File: src/rtl/mem_port_arbiter.sv
// Two-client arbiter for one in-order memory port; an ID FIFO routes responses back to their requester.
// Define MEM_PORT_ARBITER_ROUND_ROBIN_EN for round-robin arbitration; otherwise client 1 has fixed priority.
module mem_port_arbiter #(
  parameter int p_max_in_flight = 16,
  parameter int p_opaque_bits   = 8
) (
  input  logic                       clk,
  input  logic                       rst,

  input  logic                       c0_req_val,
  output logic                       c0_req_rdy,
  input  logic [68+p_opaque_bits:0]  c0_req_msg,
  output logic                       c0_resp_val,
  input  logic                       c0_resp_rdy,
  output logic [68+p_opaque_bits:0]  c0_resp_msg,

  input  logic                       c1_req_val,
  output logic                       c1_req_rdy,
  input  logic [68+p_opaque_bits:0]  c1_req_msg,
  output logic                       c1_resp_val,
  input  logic                       c1_resp_rdy,
  output logic [68+p_opaque_bits:0]  c1_resp_msg,

  output logic                       mem_req_val,
  input  logic                       mem_req_rdy,
  output logic [68+p_opaque_bits:0]  mem_req_msg,
  input  logic                       mem_resp_val,
  output logic                       mem_resp_rdy,
  input  logic [68+p_opaque_bits:0]  mem_resp_msg
);

  localparam int c_ptr_bits = $clog2(p_max_in_flight);
  localparam int c_cnt_bits = c_ptr_bits + 1;

  logic [c_cnt_bits-1:0] count;
  logic [c_ptr_bits-1:0] head;
  logic [c_ptr_bits-1:0] tail;
  logic                  id_fifo [p_max_in_flight];

  logic full;
  logic empty;
  logic can_issue;
  logic grant;
  logic head_id;
  logic req_xfer;
  logic resp_xfer;

  // Holding reset low forces full and empty so every handshake output drops immediately.
  assign full  = ~rst | (count == c_cnt_bits'(p_max_in_flight));
  assign empty = ~rst | (count == '0);

`ifdef MEM_PORT_ARBITER_ROUND_ROBIN_EN
  logic prio;

  always_comb begin
    grant = c1_req_val;
    if (c0_req_val && c1_req_val) grant = prio;
  end

  always_ff @(posedge clk or negedge rst) begin
    if (!rst)          prio <= 1'b0;
    else if (req_xfer) prio <= ~grant;
  end
`else
  assign grant = c1_req_val;
`endif

  // Fullness looks only at count, never at this cycle's pop, so there is no resp-to-req path.
  assign can_issue   = mem_req_rdy & ~full;
  assign mem_req_val = (c0_req_val | c1_req_val) & ~full;
  assign mem_req_msg = grant ? c1_req_msg : c0_req_msg;
  assign c0_req_rdy  = can_issue & ~grant;
  assign c1_req_rdy  = can_issue &  grant;
  assign req_xfer    = mem_req_val & mem_req_rdy;

  assign head_id      = id_fifo[head];
  assign mem_resp_rdy = ~empty & (head_id ? c1_resp_rdy : c0_resp_rdy);
  assign c0_resp_val  = ~empty & mem_resp_val & ~head_id;
  assign c1_resp_val  = ~empty & mem_resp_val &  head_id;
  assign c0_resp_msg  = mem_resp_msg;
  assign c1_resp_msg  = mem_resp_msg;
  assign resp_xfer    = mem_resp_val & mem_resp_rdy;

  // NOTE: the ID storage has no reset; entries are only read while count says they are valid.
  always_ff @(posedge clk) begin
    if (req_xfer) id_fifo[tail] <= grant;
  end

  // NOTE: sequential state uses non-blocking assignments so every flop samples pre-edge values.
  always_ff @(posedge clk or negedge rst) begin
    if (!rst) begin
      count <= '0;
      head  <= '0;
      tail  <= '0;
    end else begin
      if (req_xfer)  tail <= tail + c_ptr_bits'(1);
      if (resp_xfer) head <= head + c_ptr_bits'(1);
      case ({req_xfer, resp_xfer})
        2'b10:   count <= count + c_cnt_bits'(1);
        2'b01:   count <= count - c_cnt_bits'(1);
        default: count <= count;
      endcase
    end
  end

endmodule

File: config.mk
export PLATFORM = sky130hd
export DESIGN_NAME = mem_port_arbiter
export DESIGN_NICKNAME = d
export VERILOG_FILES = /design/src/rtl/mem_port_arbiter.sv
export SDC_FILE = /design/constraint.sdc
export NUM_CORES = 1
export LEC_CHECK = 0
export BUFFER_PORTS_ARGS = -buffer_cell sky130_fd_sc_hd__buf_2
export CORE_AREA = 4 4 184 186
export DETAILED_ROUTE_END_ITERATION = 10
export DIE_AREA = 0 0 188 190
export SLEW_MARGIN = 10
export SYNTH_ARGS = -nofsm -noshare
export SYNTH_HDL_FRONTEND = slang
export SYNTH_SLANG_ARGS = --single-unit
File: constraint.sdc
create_clock -name clk -period 3.45 [get_ports clk]
set_input_delay 0.1725 -clock clk [delete_from_list [all_inputs] [get_ports clk]]
set_output_delay 0.1725 -clock clk [all_outputs]
set_load 0.01 [all_outputs]
# ---- Word level (Yosys, flattened, before mapping)
# Memory sizes are Yosys's and may differ from the RTL's.
# Cells that the tools add are included.
dict set report totals {
  romBits 0
  memories 1
  register_bits 13
  ramBits 16
  wordCells 36
  latchBits 0
}
dict set report classes {
  eq_ne 3
  mux 5
  div 0
  order_cmp 0
  reduce_logical 2
  n_mul 0
  shifts 0
  bitwise_logic 18
  n_addsub 4
}
# name words word_bits rd rd_ports_with_merged_regs write_ports line_no
set mem_list {}
lappend mem_list {id_fifo 16 1 1 0 1 38} ;# logic id_fifo [p_max_in_flight];
# op count
set op_table {}
lappend op_table {{$mux W77} 1}
lappend op_table {{$and A1 B1 Y1} 10}
lappend op_table {{$pmux W5 S2} 1}
lappend op_table {{$add A4 B1 Y4 const B} 2}
lappend op_table {{$add A5 B1 Y5 const B} 1}
lappend op_table {{$eq A5 B5 Y1 const B} 1}
lappend op_table {{$logic_not A5 Y1} 1}
lappend op_table {{$not A1 Y1} 5}
lappend op_table {{$sub A5 B1 Y5 const B} 1}
lappend op_table {{$mux W1} 3}
lappend op_table {{$or A1 B1 Y1} 3}
lappend op_table {{$eq A2 B1 Y1 const B} 1}
lappend op_table {{$eq A2 B2 Y1 const B} 1}
lappend op_table {{$reduce_bool A2 Y1} 1}

# ---- Logic depth before layout (Yosys ltp)
# Gate-level depths: netlist of run 1.
dict set report depth {
  depth_word 7
  mapped_depth 13
  depth_no_buf 12
}

# ---- Worst setup path before layout of run 1
# Ideal clock, no wire load.
dict set report synth_path {
  path_type {register to register}
  startpoint {register head[2]}
  endpoint {register count[4]}
  synth_period_minus_slack_ns 3.220
  required_time_ns 3.370
  setup_ns 0.080
  t_arrival_ns 3.140
  n_path_buf 1
  slack_ns 0.230
  path_stages_with_launch 14
  path_cell_list {dfrtp_1 > buf_6 > mux4_2 > mux4_2 > mux2i_4 > nor2_2 > ha_1 > inv_1 > fa_1 > nor2b_1 > o21ai_0 > and3_1 > nor3_1 > xnor2_1}
}
dict set report synth_via {
  elab_chain_cells 6
}
# item line_no
set synth_lines {}
lappend synth_lines {{start, declared} 36} ;# logic [c_ptr_bits-1:0] head;
lappend synth_lines {{start signal, assigned} 97} ;# if (resp_xfer) head <= head + c_ptr_bits'(1);
lappend synth_lines {{$mem_v2 Z16 W1 (*)} -}
lappend synth_lines {{$mux W1 (*)} 77} ;# assign mem_resp_rdy = ~empty & (head_id ? c1_resp_rdy : c0_resp_rdy);
lappend synth_lines {{$and A1 B1 Y1 (*)} 77}
lappend synth_lines {{$and A1 B1 Y1 (*)} 82} ;# assign resp_xfer = mem_resp_val & mem_resp_rdy;
lappend synth_lines {{via resp_xfer} 46} ;# logic resp_xfer;
lappend synth_lines {{$eq A2 B1 Y1 or $eq A2 B2 Y1 (tied branches)} 98} ;# case ({req_xfer, resp_xfer})
lappend synth_lines {{$pmux W5 S2 or $reduce_bool A2 Y1 (tied branches)} -}
lappend synth_lines {{end signal, assigned} 99} ;# 2'b10: count <= count + c_cnt_bits'(1);
lappend synth_lines {{end signal, assigned} 100} ;# 2'b01: count <= count - c_cnt_bits'(1);
lappend synth_lines {{end signal, assigned} 101} ;# default: count <= count;
lappend synth_lines {{end, declared} 35} ;# logic [c_cnt_bits-1:0] count;
# The timed path passes the listed nets; every way through them passes the cells marked *.
# A chain may end at the register's enable or synchronous reset.

# ---- Worst setup path in the final report of run 1
# Same ends and word-level chain as after synthesis.

==> impl_metrics.ini, run 1 <==
[status]
run_status = finished, final reports clean

[critical_path]
critical_path_class = register to register
worst_setup_path_start_kind = register
cp_max_fo = 5
worst-r2r-cell-count = 12
endpoint_kind = register
reg2reg_from = head[2]
critical_path_required_ns = 3.65
r2r-end = count[4]
reg2reg_slack_ns = 0.20
worstSetupStartpoint = head[2]
cp.arrival_ns = 3.44

[pwr]
vdd_drop_max_v = 0.0002498
p_sw_mw = 0.6342
internal-power_mw = 1.240
clkPwrFrac_pct = 26.5
power.share.switching_pct = 33.84
p_leak_nw = 1.981
comb_power_share_pct = 43.6
power.sequential.fraction_pct = 29.9
power_density_nw_per_um2 = 424.2

[synth]
synth_edf_count = 16
synthesis.area_um2 = 3581
ys_seq_elements = 29
yosys_warnings = 0
synth_area_per_cell_um2 = 9.731
synth_cells = 368
dominantRegCellSynth = sky130_fd_sc_hd__edfxtp_1
synth_nets = 617
synthArstFlopShare_pct = 44.83
seq_area_frac_synth_pct = 22.50
netlist-cell-type-count = 33

[timing]
finalWorstPathRequiredPeriod_ns = 3.249
fmax_ghz = 0.3078
finalSetupViolations = 0
max_slew.worst_pin.slew_ns = 0.6897
grt_setup_unrepaired = false
layout_worst_path_cycle_share_pct = 94.16
max_slew_margin_vs_limit_pct = 54.02
timing.final.hold_violations = 0
final_max_slew_viol_count = 0
worst_clock_skew_ns = 0.003645
layout_setup_ws_ns = 0.2014
final.setup.tns_ns = 0

[worst_hold_path]
worst_hold_path.num_cells = 3
min_from = c0_resp_rdy
timing.hold.worst_endpoint = head[0]
holdCritPathClass = input port to register

[clock_network]
cts_tree = done
clock-sinks = 29
worstSkewPairLatency_ns = 0.27
clock_root_cell = sky130_fd_sc_hd__clkbuf_16
cts.htree.levels = 2
clk_pin_slew_ns = 0.05
ctsLongestPathBuffers = 2
cts_made_buffers = 5

[placed_design]
final_hpwl_from_detailed_placement_um = 10350
number_of_placed_instances_taps_included = 895
post_dp_cell_area_um2 = 4205
dp_slack_ns = -0.01124
place.gp.congestion = 0.7365
io_buffers = 244

[finish]
most_frequent_cells_in_the_layout = 243 x sky130_fd_sc_hd__buf_2, 78 x sky130_fd_sc_hd__mux2_2, 19 x sky130_fd_sc_hd__nor2_1
fin_nets = 711
finish.cell_count_without_fillers = 905
antenna_cells = 0
fill_cells = 3646
postLayoutCellArea_um2 = 4418
layout-drive-gt1-share_pct = 75.59
final_core_util_pct = 13.68
final_common_cell = sky130_fd_sc_hd__buf_2
area_growth_pct = 23.38

[floorplanning]
core_um2 = 32290
die_width_um = 188
io_pins = 476
floorplan.die_area_um2 = 35720
die-height_um = 190
starting_density_pct = 11.09
rows = 66

[detailed_routing]
drt_iter0_markers = 93
route.antenna.remaining_nets = 0
wl_per_cell_um = 13.37
detail_route.vias_per_cell = 3.097
drcViolationCount = 0
drt-total-wl_um = 12100
drtPass1Iterations = 4
detailroute.via_count = 2803

[global_routing]
groute.usage.overall_pct = 6.257
maximum_number_of_pins_on_one_net_before_global_route_repair = 56
grt_overflow_total = 0
grt_pass1_wl_um = 17230
grt_antenna_before_repair = 1
grt_pass1_vias = 2967

[run]
maxCapViolations = 0
## how the worst max path moves through the flow
stage	slack, ns	to
after floorplan	0.23	count[4]
final	0.20	count[4]
after CTS	0.005	count[4]
after global placement	0.04	count[4]
after global routing	0.006	count[4]
after detailed placement	-0.01	count[4]
## cell type report
| class | count | area (um2) | share of cell area (%) |
|---|---|---|---|
| timing repair buffer | 254 | 1301 | 29.45 |
| inverter | 9 | 33.78 | 0.7647 |
| clock inverter | 3 | 46.29 | 1.048 |
| sequential | 29 | 807.0 | 18.27 |
| clock buffer | 5 | 125.1 | 2.832 |
| multi-input combinational | 163 | 1551 | 35.12 |
| tap | 442 | 553.0 | 12.52 |
## state kept, by name, summed over array words and instances (netlist names)
name	cells
head	4
count	5
tail	4
id_fifo	16
## cells in the mapped netlist (2+ instances only)
library cell	count	share of area (%)
sky130_fd_sc_hd__mux4_2	5	3.1
sky130_fd_sc_hd__o211ai_1	2	0.42
sky130_fd_sc_hd__dfrtp_1	13	9.1
sky130_fd_sc_hd__buf_1	3	0.31
sky130_fd_sc_hd__xor2_1	4	0.98
sky130_fd_sc_hd__nor2b_1	2	0.35
sky130_fd_sc_hd__a21oi_1	2	0.28
sky130_fd_sc_hd__inv_1	9	0.94
sky130_fd_sc_hd__o21ai_0	7	0.98
sky130_fd_sc_hd__nand2b_1	2	0.35
sky130_fd_sc_hd__nor3_1	6	0.84
sky130_fd_sc_hd__clkbuf_1	9	0.94
sky130_fd_sc_hd__mux2_2	78	25
sky130_fd_sc_hd__buf_4	154	32
sky130_fd_sc_hd__nand2_1	9	0.94
sky130_fd_sc_hd__ha_1	9	3.1
sky130_fd_sc_hd__xnor2_1	5	1.2
sky130_fd_sc_hd__nor2_1	19	2.0
sky130_fd_sc_hd__edfxtp_1	16	13
## worst max-delay path, cell delays in order (launching register included)
cell and delay, ns:
sky130_fd_sc_hd__dfrtp_2 0.44, sky130_fd_sc_hd__mux4_2 0.53, sky130_fd_sc_hd__mux4_2 0.53, sky130_fd_sc_hd__mux2i_4 0.22, sky130_fd_sc_hd__nor2_4 0.12, sky130_fd_sc_hd__ha_4 0.17, sky130_fd_sc_hd__inv_1 0.06, sky130_fd_sc_hd__fa_1 0.38
sky130_fd_sc_hd__nor2b_1 0.12, sky130_fd_sc_hd__o21ai_0 0.11, sky130_fd_sc_hd__and3_1 0.21, sky130_fd_sc_hd__nor3_2 0.13, sky130_fd_sc_hd__xnor2_1 0.14
## per-stage QoR
step,hold WS [ns],power (mW)
finish,0.2641,1.874
global route,0.2813,2.022
CTS,0.2588,1.871
detailed placement,0.1129,1.356
global placement,0.1132,1.343
floorplan,-0.1231,1.242
## metal layers
layer | up-vias | share of wire, % | wire (um) | GRT usage, %
met5 | - | 0.43 | 52 | 1.099
met4 | 2 | 1.9 | 233 | 1.779
met3 | 30 | 18 | 2166 | 4.862
met2 | 281 | 41 | 5010 | 8.694
met1 | 1217 | 38 | 4636 | 7.337
li1 | 1273 | - | - | -
## timing repair
action	4_1_cts	5_1_grt
resized for setup	2	3
endpoints found under the setup margin	1	1
hold buffers	1	0
buffers inserted	0	1
hold endpoints to repair	13	0
## power groups by stage
stage	clock, mW	combinational (mW)	sequential, mW
2_1_floorplan	0	0.736	0.506
3_3_place_gp	0	0.785	0.559
3_5_place_dp	0	0.794	0.562
4_1_cts	0.507	0.804	0.561
5_1_grt	0.527	0.918	0.576
6_report	0.498	0.817	0.560
## cells by family after synthesis
logic type / count (synthesis) / share of synthesized area [%]
xor+xnor: 9 / 2.201
compound gates: 14 / 2.236
simple gates: 44 / 5.556
mux: 86 / 29.00
buf+inv: 176 / 34.80
fa+ha+maj: 10 / 3.704
flops: 29 / 22.50
(Power assumes the default switching activity.)
==> run 2, diff against run 1 <==
- CORE_AREA: 4 4 184 186 -> 4 4 181 183
- CTS_BUF_LIST: default -> sky130_fd_sc_hd__clkbuf_4
- DIE_AREA: 0 0 188 190 -> 0 0 185 187
==> impl_metrics.ini, run 2 (synthesized netlist as in run 1, its figures left out) <==
[finish]
ff_latch_area_um2 = 807.0
antenna_cells = 0
postLayoutCellArea_um2 = 4238
multi_input_area_um2 = 1536
largest_register_ffs = 16
fin_nets = 711
final_common_cell = sky130_fd_sc_hd__buf_2
finish.cell_count_without_fillers = 865
largest-register = id_fifo
layout-drive-gt1-share_pct = 75.38
fill_cells = 3602
largest_registers = id_fifo: 16 flops, count: 5 flops
area_growth_pct = 18.34
most_frequent_cells_in_the_layout = 243 x sky130_fd_sc_hd__buf_2, 78 x sky130_fd_sc_hd__mux2_2, 19 x sky130_fd_sc_hd__nor2_1

[floorplanning]
core_um2 = 31230
rows = 65
die_width_um = 185
floorplan.die_area_um2 = 34600
starting_density_pct = 11.47
io_pins = 476
die-height_um = 187

[detailed_routing]
drcViolationCount = 0
wl_per_cell_um = 14.83
detail_route.vias_per_cell = 3.240
drtPass1Iterations = 4
drt_iter0_markers = 124
route.antenna.remaining_nets = 0
drt-total-wl_um = 12830
detailroute.via_count = 2803

[critical_path]
critical_path_class = register to register
r2r-end = count[4]
worst-r2r-cell-count = 12
cp_max_fo = 5
worst_setup_path_start_kind = register
endpoint_kind = register
timing.critical_path.cells = mux4_2, mux4_2, mux2i_4, nor2_2, ha_2, inv_1, fa_1, nor2b_1, o21ai_1, and3_1, nor3_2, xnor2_1
critical-path-max-stage-delay_ns = 0.53
reg2reg_slack_ns = 0.16
reg2reg_from = head[2]
cp.arrival_ns = 3.54
worst_path_most_repeated_cell = sky130_fd_sc_hd__mux4_2
setup.worst_path.end = count[4]
critical_path_required_ns = 3.71
worstSetupStartpoint = head[2]
critical-path-slowest-cell = sky130_fd_sc_hd__mux4_2

[placed_design]
dp_slack_ns = -0.02360
final_hpwl_from_detailed_placement_um = 11200
number_of_placed_instances_taps_included = 854
post_dp_cell_area_um2 = 4148
io_buffers = 244
place.gp.congestion = 0.7210

[global_routing]
grt_antenna_before_repair = 0
groute.usage.overall_pct = 6.672
grt_overflow_total = 0
grt_pass1_vias = 2996
grt_pass1_wl_um = 17710
maximum_number_of_pins_on_one_net_before_global_route_repair = 55

[pwr]
power_density_nw_per_um2 = 376.2
power_total_mw = 1.594
vdd_drop_max_v = 0.0001897
p_leak_nw = 1.933

[timing]
layout_worst_path_cycle_share_pct = 95.30
finalWorstPathRequiredPeriod_ns = 3.288
max_slew.worst_pin.slew_ns = 0.6828
timing.final.hold_violations = 0
layout_setup_ws_ns = 0.1622
final.setup.tns_ns = 0
worst_clock_skew_ns = 0.007482
fmax_ghz = 0.3042
final_max_slew_viol_count = 0
finalSetupViolations = 0
grt_setup_unrepaired = false
max_slew_margin_vs_limit_pct = 54.48

[clock_network]
clock_root_cell = sky130_fd_sc_hd__clkbuf_4
clock-sinks = 29
cts_tree = done
clk_pin_slew_ns = 0.10
worstSkewPairLatency_ns = 0.33
cts_made_buffers = 5
cts.htree.levels = 2
ctsLongestPathBuffers = 2

[worst_hold_path]
holdCritPathClass = input port to register
min_from = c0_resp_rdy

[status]
run_status = finished, final reports clean

[run]
maxCapViolations = 0
run 2: what timing repair did:
action,4_1_cts,5_1_grt
pin swaps,0,1
gates resized for setup,1,3
endpoints found under the hold margin,13,0
buffers inserted,0,2
hold buffers,1,0
setup endpoints to repair,1,1
run 2: power breakdown:
group          internal (mW)  total [mW]  leakage, nW  switching (mW)
clock network         0.0940       0.216       0.0338           0.122
logic                  0.447       0.818         1.60           0.371
registers              0.447       0.560        0.302           0.113
total                  0.988        1.59         1.93           0.606
run 2: routing by layer:
metal / track usage (%) / share of wire (%) / wire, um
met4: 1.073 / 0.63 / 81
met1: 7.847 / 38 / 4908
met2: 9.955 / 44 / 5704
met3: 4.687 / 17 / 2132
met5: 2.000 / 0 / 0
run 2: worst min path at each step:
stage	slack, ns	depth (start not counted)	to
final	0.22	3	head[0]
after global routing	0.26	3	head[0]
after CTS	0.22	3	head[0]
after detailed placement	0.11	1	count[0]
after global placement	0.11	1	count[0]
after floorplan	-0.12	0	count[0]
run 2: per-stage QoR:
step	util [%]	hold WS (ns)
final	13.57	0.2226
after global routing	13.57	0.2615
after CTS	13.50	0.2219
after detailed placement	13.28	0.1101
after global placement	13.28	0.1065
after floorplan	-	-0.1231
run 2: critical path, delay by kind of cell, from the launching register on:
family,cells,cell delay [ns]
flops,1,0.45
xor+xnor,1,0.13
mux,3,1.26
buf+inv,1,0.08
fa+ha+maj,2,0.61
simple gates,4,0.58
compound gates,1,0.09
run 2: final cells by class:
class | instances | share of cell area [%]
well taps | 402 | 11.87
multi-input cells | 163 | 36.26
repair buffers | 254 | 30.71
flip-flops and latches | 29 | 19.04
clock inverters | 1 | 0.08857
clock buffers | 7 | 1.240
inverters | 9 | 0.7972
